### src/rtl/uart_recv2.sv
// Two-byte UART receiver: 16x oversampled 8N1 frames are collected in pairs.
// A pair is published on data1/data0 with a one-cycle valid. A bad stop bit or a missing second byte aborts the pair with a flag pulse.
module uart_recv2 #(
  parameter int GAP_MAX = 64
) (
  input  logic       clk,
  input  logic       rst,
  input  logic       in,
  output logic [7:0] data1,
  output logic [7:0] data0,
  output logic       valid,
  output logic       sgn,
  output logic       frame_err,
  output logic       timeout
);

  localparam int GW = $clog2(GAP_MAX + 1);

  typedef enum logic [2:0] {IDLE, START, DATA, STOP, WAIT} state_t;

  state_t          state;
  logic            sync1, rx_s;
  logic [3:0]      cnt;
  logic [2:0]      bit_idx;
  logic            byte_idx;
  logic [7:0]      shreg;
  logic [7:0]      held;
  logic [GW-1:0]   gap;

  // Both synchronizer flops reset high so a fresh falling edge is needed after reset.
  always_ff @(posedge clk or negedge rst) begin
    if (!rst) begin
      sync1 <= 1'b1;
      rx_s  <= 1'b1;
    end else begin
      sync1 <= in;
      rx_s  <= sync1;
    end
  end

  // NOTE: every state register uses non-blocking assignment so all branches see pre-edge values.
  always_ff @(posedge clk or negedge rst) begin
    if (!rst) begin
      state     <= IDLE;
      cnt       <= '0;
      bit_idx   <= '0;
      byte_idx  <= 1'b0;
      shreg     <= '0;
      held      <= '0;
      gap       <= '0;
      data1     <= '0;
      data0     <= '0;
      valid     <= 1'b0;
      sgn       <= 1'b0;
      frame_err <= 1'b0;
      timeout   <= 1'b0;
    end else begin
      valid     <= 1'b0;
      frame_err <= 1'b0;
      timeout   <= 1'b0;
      case (state)
        IDLE: begin
          if (!rx_s) begin
            state    <= START;
            cnt      <= '0;
            byte_idx <= 1'b0;
            sgn      <= 1'b1;
          end
        end
        START: begin
          if (cnt == 4'd7) begin
            if (rx_s) begin
              state <= IDLE;
              sgn   <= 1'b0;
            end else begin
              state   <= DATA;
              cnt     <= '0;
              bit_idx <= '0;
            end
          end else begin
            cnt <= cnt + 4'd1;
          end
        end
        DATA: begin
          // cnt wraps 15 -> 0 on its own, which also gives STOP a clean start.
          cnt <= cnt + 4'd1;
          if (cnt == 4'd15) begin
            shreg   <= {rx_s, shreg[7:1]};
            bit_idx <= bit_idx + 3'd1;
            if (bit_idx == 3'd7) state <= STOP;
          end
        end
        STOP: begin
          cnt <= cnt + 4'd1;
          if (cnt == 4'd15) begin
            if (!rx_s) begin
              frame_err <= 1'b1;
              state     <= IDLE;
              sgn       <= 1'b0;
            end else if (!byte_idx) begin
              held  <= shreg;
              gap   <= '0;
              state <= WAIT;
            end else begin
              data1 <= held;
              data0 <= shreg;
              valid <= 1'b1;
              state <= IDLE;
              sgn   <= 1'b0;
            end
          end
        end
        WAIT: begin
          if (!rx_s) begin
            state    <= START;
            cnt      <= '0;
            byte_idx <= 1'b1;
          end else if (gap == GW'(GAP_MAX - 1)) begin
            timeout <= 1'b1;
            held    <= '0;
            state   <= IDLE;
            sgn     <= 1'b0;
          end else begin
            gap <= gap + 1'b1;
          end
        end
        default: begin
          state <= IDLE;
          sgn   <= 1'b0;
        end
      endcase
    end
  end

endmodule

### config.mk
export PLATFORM = sky130hd
export DESIGN_NAME = uart_recv2
export DESIGN_NICKNAME = d
export VERILOG_FILES = /design/src/rtl/uart_recv2.sv
export SDC_FILE = /design/constraint.sdc
export NUM_CORES = 1
export LEC_CHECK = 0
export CORE_AREA = 5 5 81 83
export DETAILED_ROUTE_END_ITERATION = 7
export DIE_AREA = 0 0 86 88
export PLACE_DENSITY = 0.72
export SLEW_MARGIN = 20
export SYNTH_ARGS = -nofsm -noshare
export SYNTH_HDL_FRONTEND = slang
export SYNTH_SLANG_ARGS = --single-unit
### constraint.sdc
create_clock -name clk -period 2.23 [get_ports clk]
set_input_delay 0.5575 -clock clk [delete_from_list [all_inputs] [get_ports clk]]
set_output_delay 0.5575 -clock clk [all_outputs]
set_load 0.02 [all_outputs]
==> flow_metrics.py <==
metrics = {
    "run_status": {
        "status": "complete, no violations",
    },
    "critical_path": {
        "endpoint_kind": "primary output",
        "cp_max_fo": 5,
        "crit_buf_inv": 1,
        "cpLargestDelayFamily": "buffers and inverters",
        "regToRegSetupSlack_ns": 0.32,
        "crit_chain": "clkdlybuf4s50_1",
        "slowest_delay_ns": 0.63,
        "worst_ep_required_time_ns": 1.67,
        "slowest_stage": "clkdlybuf4s50_1",
        "start_kind": "register",
        "r2r_start": "cnt[0]",
        "worstReg2RegEnd": "shreg[2]",
        "reg2regPathDepth": 6,
        "cp.arrival_ns": 1.37,
        "critPathKind": "register to primary output",
    },
    "synthesis": {
        "netlist_top_cells_count": "54 x dfrtp_1, 19 x mux2_2, 13 x a22o_1",
        "ys_seq_area_share_pct": 55.49,
        "syn_nets": 200,
        "netlist_area_mm2": 0.002530,
        "synthAdderAreaFrac_pct": 1.978,
        "ys_top_cells_by_area": "dfrtp_1 53%, mux2_2 8.5%, mux2_4 5.3%",
        "synth.avg_cell_area_um2": 13.11,
        "synth_edf_count": 0,
        "synthMuxAreaShare_pct": 14.99,
        "synth_most_common_cell": "dfrtp_1",
        "yosysWarningCount": 0,
        "postSynth.asyncResetShare_pct": 100.0,
        "synth-compound-area-share_pct": 11.52,
        "postSynthCellCount": 193,
        "yosys_register_bits": 56,
        "yosys.area_share.simple_pct": 12.81,
        "yosysUniqueCellTypes": 46,
        "yosys.area_share.xor_xnor_pct": 0.3462,
        "yosys.area.top_type_share_pct": 53.41,
        "synth_ff_type": "dfrtp_1",
        "synth_top_family_by_area": "multiplexers",
        "synth_top_area_cell": "dfrtp_1",
    },
    "cts": {
        "root_buffer": "clkbuf_8",
        "cts_tree": "built",
        "holdBufCountCts": 0,
        "cts_resized": 0,
        "cts_htree_levels": 2,
        "cts_setup_buffers": 0,
        "worstSkewPairLatency_ns": 0.31,
        "cts.path.max_buffers": 2,
        "cts_sinks": 56,
        "clk_pin_slew_worst_paths_ns": 0.11,
        "cts_made_buffers": 5,
    },
    "pwr": {
        "p_comb_share_pct": 21.3,
        "swShare_pct": 31.04,
        "pwr-share-seq_pct": 53.6,
        "switchingPower_mw": 0.7118,
        "power_mw": 2.293,
        "leakage_nw": 1.328,
        "power_density_mw_per_mm2": 776.9,
        "peakVddDrop_uv": 419.2,
        "clkPwrFrac_pct": 25.2,
        "internal_power_mw": 1.581,
    },
    "floorplan": {
        "ios": 23,
        "die_area_mm2": 0.007568,
        "placementRows": 28,
        "start_util_pct": 43.77,
        "coreArea_mm2": 0.005781,
        "die_w_um": 86,
        "die_y_um": 88,
    },
    "cells_and_area": {
        "antennaDiodeCount": 0,
        "ff_latch_area_mm2": 0.001404,
        "final_area_mm2": 0.002952,
        "fin_nets": 225,
        "multi_input_area_mm2": 0.001054,
        "final_core_util_pct": 51.06,
        "syn_to_final_growth_pct": 16.67,
        "stdcell_count": 294,
        "drive_above_1_share_pct": 23.29,
        "final.fill_count": 501,
    },
    "detailed_routing": {
        "drt_iter0_drc": 39,
        "route.detailed.drc": 0,
        "firstDrtPassIters": 4,
        "vias_per_cell": 5.405,
        "routed_wl_mm": 4.458,
        "ant_nets": 0,
        "wl_per_cell_um": 15.16,
        "vias": 1589,
    },
    "timing": {
        "layout_setup_ws_ns": 0.3008,
        "finalCritPeriodShare_pct": 86.51,
        "timing.fmax_ghz": 0.5183,
        "finalSetupTns_ns": 0,
        "rsz0062_at_grt": "false",
        "max_slew_margin_pct": 62.65,
        "maxSlewViolCount": 0,
        "timing.final.hold_violations": 0,
        "hold_ws_ns": 0.1878,
        "worst_slew_pin_slew_ns": 0.5565,
        "setup_viol": 0,
        "fin_crit_ns": 1.929,
        "skew_ns": 0.006683,
    },
    "placed_design": {
        "gp_congestion": 0.8307,
        "dp_slack_ns": 0.3198,
        "dp.cells": 286,
        "hpwl_mm": 3.097,
        "io_buffers": 22,
        "post_dp_cell_area_mm2": 0.002855,
    },
    "global_route": {
        "grt_max_degree": 38,
        "grt_pass1_wl_mm": 7.603,
        "gr-total-overflow": 0,
        "antenna_found_initial": 0,
        "grt_use_total_pct": 12.63,
        "first_global_vias": 1556,
    },
    "worst_hold_path": {
        "min_path_type": "primary input to async pin",
    },
    "flow_run": {
        "maxCapViolCount": 0,
    },
}
flip-flops by register name, summed over array words and instances, names as in the netlist, 3 cells and up:
register  cells
shreg         8
cnt           4
gap           7
data1         8
data0         8
held          8
state         3
bit_idx       3
cell usage in the layout, fill, tap and decap left out, types with 2 or more instances in the layout:
cell type | netlist | routed
a31oi_1 | 2 | 2
buf_4 | 0 | 5
or3_1 | 2 | 2
nor2b_1 | 3 | 3
mux2i_1 | 3 | 3
and3_1 | 2 | 2
dfstp_2 | 2 | 2
a22o_1 | 13 | 13
clkdlybuf4s50_1 | 0 | 21
nand2b_1 | 5 | 5
nor4b_1 | 3 | 3
buf_12 | 0 | 2
nor3b_1 | 4 | 4
nand3_1 | 2 | 2
clkbuf_8 | 0 | 5
nor2_1 | 4 | 4
nand2_1 | 7 | 7
inv_1 | 3 | 3
o21ai_0 | 4 | 4
nor3_1 | 5 | 5
ha_1 | 4 | 4
mux2_4 | 9 | 9
mux2_2 | 19 | 19
a211o_1 | 3 | 3
nor4_1 | 4 | 4
a21oi_1 | 5 | 5
dfrtp_1 | 54 | 54
how the worst max path moves through the flow:
stage,from,to,slack [ns],cells past startpoint
floorplan,cnt[0],data0[5],0.30,5
global placement,cnt[0],shreg[1],0.38,6
detailed placement,cnt[0],shreg[2],0.32,6
CTS,sgn,sgn,0.28,1
global route,state[0],held[3],0.13,4
finish,sgn,sgn,0.30,1
final cells by class:
| class | instances | area share, % |
|---|---|---|
| Sequential cell | 56 | 47.56 |
| Multi-Input combinational cell | 123 | 35.69 |
| Timing Repair Buffer | 29 | 9.919 |
| Tap cell | 75 | 3.179 |
| Clock buffer | 5 | 2.331 |
| Clock inverter | 3 | 0.9326 |
| Inverter | 3 | 0.3815 |
metal layers:
| layer | vias up | routed length, µm | track usage, % |
|---|---|---|---|
| met5 | - | 0 | 0 |
| met1 | 794 | 2193 | 16.93 |
| li1 | 770 | - | - |
| met2 | 19 | 2048 | 20.18 |
| met3 | 6 | 156 | 3.010 |
| met4 | 0 | 60 | 4.317 |
logic make-up (layout without fill, tap and decap cells):
logic type,count (synthesis),count (layout)
adder cells (fa/ha/maj),4,4
flip-flops,56,56
XOR/XNOR,1,1
AO/OA/AOI/OAI,38,38
buffers and inverters,14,40
multiplexers,31,31
AND/OR/NAND/NOR,49,49
power groups by stage:
stage	clock network (mW)	registers, mW	logic [mW]
floorplan	0	1.18	0.427
global placement	0	1.24	0.485
detailed placement	0	1.25	0.488
CTS	0.596	1.23	0.491
global route	0.641	1.25	0.548
finish	0.577	1.23	0.488
Power figures use the tool's default switching activity.
==> RTL change 1 (config.mk and constraints unchanged) <==
Change the parameter `GAP_MAX` from 64 to 128.
--- a/src/rtl/uart_recv2.sv
+++ b/src/rtl/uart_recv2.sv
@@ -1,7 +1,7 @@
 // Two-byte UART receiver: 16x oversampled 8N1 frames are collected in pairs.
 // A pair is published on data1/data0 with a one-cycle valid. A bad stop bit or a missing second byte aborts the pair with a flag pulse.
 module uart_recv2 #(
-  parameter int GAP_MAX = 64
+  parameter int GAP_MAX = 128
 ) (
   input  logic       clk,
   input  logic       rst,
Formal check against the unedited RTL: no difference found for any inputs over 10 cycles, from zero or initial values and one cycle with rst low; that may be too few to reach the edited logic, so the function may still have changed.
==> RTL change 1 against the unedited design <==
Wire length rose by 6.8%. Highest routed layer unchanged. Register-to-register slack worse by 130 ps. Clock power rose by 69%. Final area up 4.7%. Setup slack lost 110 ps. Sequential cell count rose by 1. Synthesized area increased by 0.89%. Total power up 20%. Worst hold slack gained 10 ps. Non-clock buffer count is 3 higher.
==> RTL change 1: results (changes against the unedited design) <==
Outcome = completed
Placed insts = 304 (+6.3%)
Synth Area in XOR/XNOR = 0% (-0.35 points)
Hpwl dp = 3150 um (+1.8%)
1st-iter DRT viols = 128 (+230%)
Layout Nets = 247 (+9.8%)
R2r worst-path depth = 5 (-1)
Worst vdd ir = 0.536 mV (+28%)
Clock Pin Slew Worst Setup and Hold Paths = 70 ps (-40 ps)
Clock Buffer Count = 10 (+5)
Synth Area per Inst = 12.3 um^2 (-5.9%)
Htree depth = 3 (+1)
GRT Total Usage = 14.5% (+1.9 points)
Clk buf depth = 2 (unchanged)
Fillers = 509 (+1.6%)
Seq/total area = 46.2% (-1.3 points)
First-pass GRT wire length = 8430 um (+11%)
Final GP Congestion = 0.883 (+6.3%)
Post-synthesis compound-gate area fraction = 12.8% (+1.3 points)
Post-synth top cells = 55 x dfrtp_1, 25 x mux2_2, 14 x nand2_1, 11 x a22o_1, 7 x inv_1
Layout cells sized above 1 = 26.5% (+3.2 points)
Ys async rst share = 100% (unchanged)
Non-clock buffers = 32 (+10%)
Layout non-clock buf frac = 9.79% (-0.13 points)
Number of non-clock inverters = 7 (+4)
Crit-path max FO = 8 (+3)
Clk tree area frac = 6.64% (+3.4 points)
Adder-Cell Fraction of Synth Area = 1.96% (-0.017 points)
Top cells by area, synth = dfrtp_1 54%, mux2_2 11%, a22o_1 3.8%
Hold_ws = 198 ps (+10.1 ps)
Clock skew = 8.13 ps (+1.45 ps)
Clk Latency, worst-skew pair = 340 ps (+30 ps)
CTS buffer count = 9 (+4)
Crit Reg-Reg Endpoint = gap[5]
Total number of vias = 1730 (+8.9%)
CTS Sinks = 57 (+1.8%)
Register area share after synthesis = 56.0% (+0.49 points)
Static Leak = 1.46 nW (+9.9%)
Placed Area = 2890 um^2 (+1.1%)
Multiplexer share of the synthesized area = 12.2% (-2.8 points)
DP Worst Slack = 202 ps (-117 ps)
Reg2Reg Setup Slack = 190 ps (-130 ps)
DR vias/cell = 5.41 (about the same)
Slew HR = 58.8% (-3.9 points)
#MultiIn Comb = 133 (+8.1%)
Final wirelength = 4760 um (+6.8%)
Drt first pass iters = 6 (+2)
Share of cell area taken by multi-input logic gates = 33.5% (-2.2 points)
[RTL change 1: changes by cell type after synthesis, sizes merged, moves of 3 or more]
cell,unedited run,this run
inv,3,7
nor3b,5,2
o21ai,5,8
nand2,7,14
nor2b,3,0
nand2b,5,1
buf,8,5
mux2,28,25
[RTL change 1: kinds of logic (layout without fill, tap and decap cells)]
| family | after synthesis | count (layout) |
|---|---|---|
| buffers and inverters | 17 | 55 |
| adders and majority gates | 4 | 4 |
| DFF | 57 | 57 |
| AOI/OAI and AO/OA | 43 | 43 |
| muxes | 28 | 28 |
| and+or+nand+nor | 58 | 58 |
[RTL change 1: per-layer routing]
layer | global-route usage [%] | part of all wire [%]
met5 | 0 | 0
met4 | 7.63 | 2.2
met3 | 5.08 | 4.5
met2 | 20.5 | 45
met1 | 19.7 | 48
[RTL change 1: per-stage QoR]
step | power [W] | utilization (%)
final | 0.00275 | 53.5
after global routing | 0.00293 | 53.5
after CTS | 0.00277 | 53.5
after detailed placement | 0.00178 | 49.9
after global placement | 0.00178 | 49.9
after floorplan | 0.00164 | -
[RTL change 1: worst max-delay path by stage]
stage                   from     end  slack (ps)  cells after the start
floorplan           state[2]  gap[6]         320                      7
global placement      cnt[0]  gap[6]         280                      5
detailed placement    cnt[0]  gap[5]         200                      5
CTS                   cnt[0]  gap[5]         190                      5
global route          cnt[0]  gap[5]          30                      5
finish                cnt[0]  gap[5]         190                      5
[RTL change 1: power breakdown]
part           leakage, nW  total [W]  switching, W  internal, W
Combinational        0.586   0.000556      0.000319     0.000238
Sequential           0.775    0.00122     0.0000980      0.00112
Clock               0.0985   0.000976      0.000430     0.000547
[RTL change 1: critical path: stages (launching register included)]
cell and delay, ps:
dfrtp_1 390, ha_1 270, and3_1 250, o21ai_0 100
or3b_1 520, a221o_1 390
==> RTL change 2 (same settings) <==
Made on the original files. The 5 states of `state_t` get a one-hot encoding in 5 bits.
--- a/src/rtl/uart_recv2.sv
+++ b/src/rtl/uart_recv2.sv
@@ -16,7 +16,7 @@
 
   localparam int GW = $clog2(GAP_MAX + 1);
 
-  typedef enum logic [2:0] {IDLE, START, DATA, STOP, WAIT} state_t;
+  typedef enum logic [4:0] {IDLE = 5'b00001, START = 5'b00010, DATA = 5'b00100, STOP = 5'b01000, WAIT = 5'b10000} state_t;
 
   state_t          state;
   logic            sync1, rx_s;
Function: same outputs for any inputs over 10 cycles, from zero or initial values and one cycle with rst low; not proved beyond that.
==> RTL change 2 against the unedited design <==
Sequential cell count rose by 2. Sequential share of layout area down 5.1 points. Synthesized cell count is 30% higher. Final area increased by 16%. Register-to-register slack worse by 170 ps. Total power grew 24%. Non-clock buffer count grew 19. Critical endpoint is now data0[5]. First-iteration DRC count is 85% higher. Setup slack got worse by 150 ps. Final cell count is 29% higher. Worst hold slack lost 11 ps. Wire length is 25% higher. Clock power up 68%. Synthesized area up 9.5%.
==> RTL change 2: results (changes against the unedited design) <==
Slowest CP cell = or4b_4
Least-Margin Pin Slew = 554 ps (-2.57 ps)
Final GP Congestion = 0.975 (+17%)
1st-iter DRT viols = 72 (+85%)
Synth Area per Inst = 11.0 um^2 (-16%)
Synth Area in XOR/XNOR = 0.949% (+0.60 points)
Worst vdd ir = 0.572 mV (+36%)
Cell variety after synth = 50 (+8.7%)
Adder-Cell Fraction of Synth Area = 1.81% (-0.17 points)
CTS buffer count = 9 (+4)
Crit Reg-Reg Endpoint = data0[5]
Multiplexer share of the synthesized area = 13.2% (-1.8 points)
M1 WL = 2400 um (+9.4%)
Clk Latency, worst-skew pair = 340 ps (+30 ps)
WP data arrival = 2300 ps (+930 ps)
DP Worst Slack = 123 ps (-197 ps)
Static Leak = 1.58 nW (+19%)
Metal2 WL = 2670 um (+30%)
Clock skew = 9.52 ps (+2.84 ps)
Top cells by area, synth = dfrtp_1 50%, mux2_2 6.9%, mux2_4 4.9%
Syn_nets = 258 (+29%)
Layout cells sized above 1 = 26.2% (+2.9 points)
Worst r2r src = state[4]
Met3 WL = 356 um (+130%)
Outcome = completed
GRT Total Usage = 16.7% (+4.1 points)
Number of global-route vias before repair = 2028 (+30%)
Post-synth top cells = 55 x dfrtp_1, 35 x nand2_1, 18 x o21ai_0, 17 x mux2_2, 13 x nor2_1
DR vias/cell = 5.47 (+1.2%)
Non-filler instance count after layout = 380 (+29%)
Register area share after synthesis = 52.5% (-3.0 points)
First-pass GRT wire length = 9670 um (+27%)
Fillers = 485 (-3.2%)
Final wirelength = 5550 um (+25%)
Htree depth = 3 (+1)
Layout Nets = 307 (+36%)
Largest net degree at the start of global routing = 24 (-37%)
Post-synthesis compound-gate area fraction = 12.7% (+1.2 points)
Placed insts = 363 (+27%)
Hpwl dp = 4020 um (+30%)
## RTL change 2: changes by cell type in the layout (fill, tap and decap cells not counted), moves of 6 or more
cell,before,now
a22o_1,13,0
nor2_1,4,13
inv_1,3,9
nand2_1,7,35
o21ai_0,4,17
buf_4,5,25
clkbuf_8,5,11
## RTL change 2: how the worst max path moves through the flow
stage / startpoint / endpoint / slack (ps) / depth (start not counted)
2_1_floorplan: state[4] / data0[6] / -110 / 7
3_3_place_gp: state[2] / gap[1] / 120 / 6
3_5_place_dp: state[4] / gap[1] / 120 / 6
4_1_cts: state[4] / gap[1] / 100 / 6
5_1_grt: cnt[1] / sgn / 4 / 7
6_report: state[4] / data0[5] / 150 / 5
## RTL change 2: timing repair
| action | in CTS | in global routing |
|---|---|---|
| resized for setup | 0 | 1 |
| setup buffers | 0 | 1 |
| setup endpoints to repair | 0 | 1 |
## RTL change 2: per-stage QoR
stage	hold slack (ps)	instance area, um^2
final	177	3430
after global routing	186	3430
after CTS	169	3420
after detailed placement	353	3220
after global placement	349	3220
after floorplan	262	2770
## RTL change 2: final cells by class
cell class / instances / share of cell area [%]
Multi-Input combinational cell: 174 / 35.6
Clock inverter: 4 / 1.46
Tap cell: 75 / 2.74
Clock buffer: 12 / 4.52
Timing Repair Buffer: 48 / 12.3
Inverter: 9 / 0.985
Sequential cell: 58 / 42.4
## RTL change 2: logic make-up (layout without fill, tap and decap cells)
kind of cell | Yosys count | after routing
compound gates | 53 | 53
xor+xnor | 3 | 3
fa+ha+maj | 4 | 4
buf+inv | 19 | 73
flops | 58 | 58
mux | 30 | 30
simple gates | 84 | 84
## RTL change 2: power groups by stage
stage | sequential, W | clock (W) | combinational, W
CTS | 0.00118 | 0.00100 | 0.000692
detailed placement | 0.00119 | 0 | 0.000690
global placement | 0.00119 | 0 | 0.000677
finish | 0.00118 | 0.000970 | 0.000693
floorplan | 0.00120 | 0 | 0.000423
global route | 0.00118 | 0.00106 | 0.000779
## RTL change 2: worst max-delay path, delay by kind of cell (launching register included)
| family | cells | cell delay (ps) |
|---|---|---|
| muxes | 1 | 340 |
| DFF | 1 | 400 |
| and+or+nand+nor | 3 | 1020 |
| buffers and inverters | 1 | 210 |
## RTL change 2: per-layer routing
metal	up-vias	track usage [%]
met4	0	7.77
li1	1004	-
met1	994	20.6
met2	67	26.5
met5	-	0
met3	13	5.93
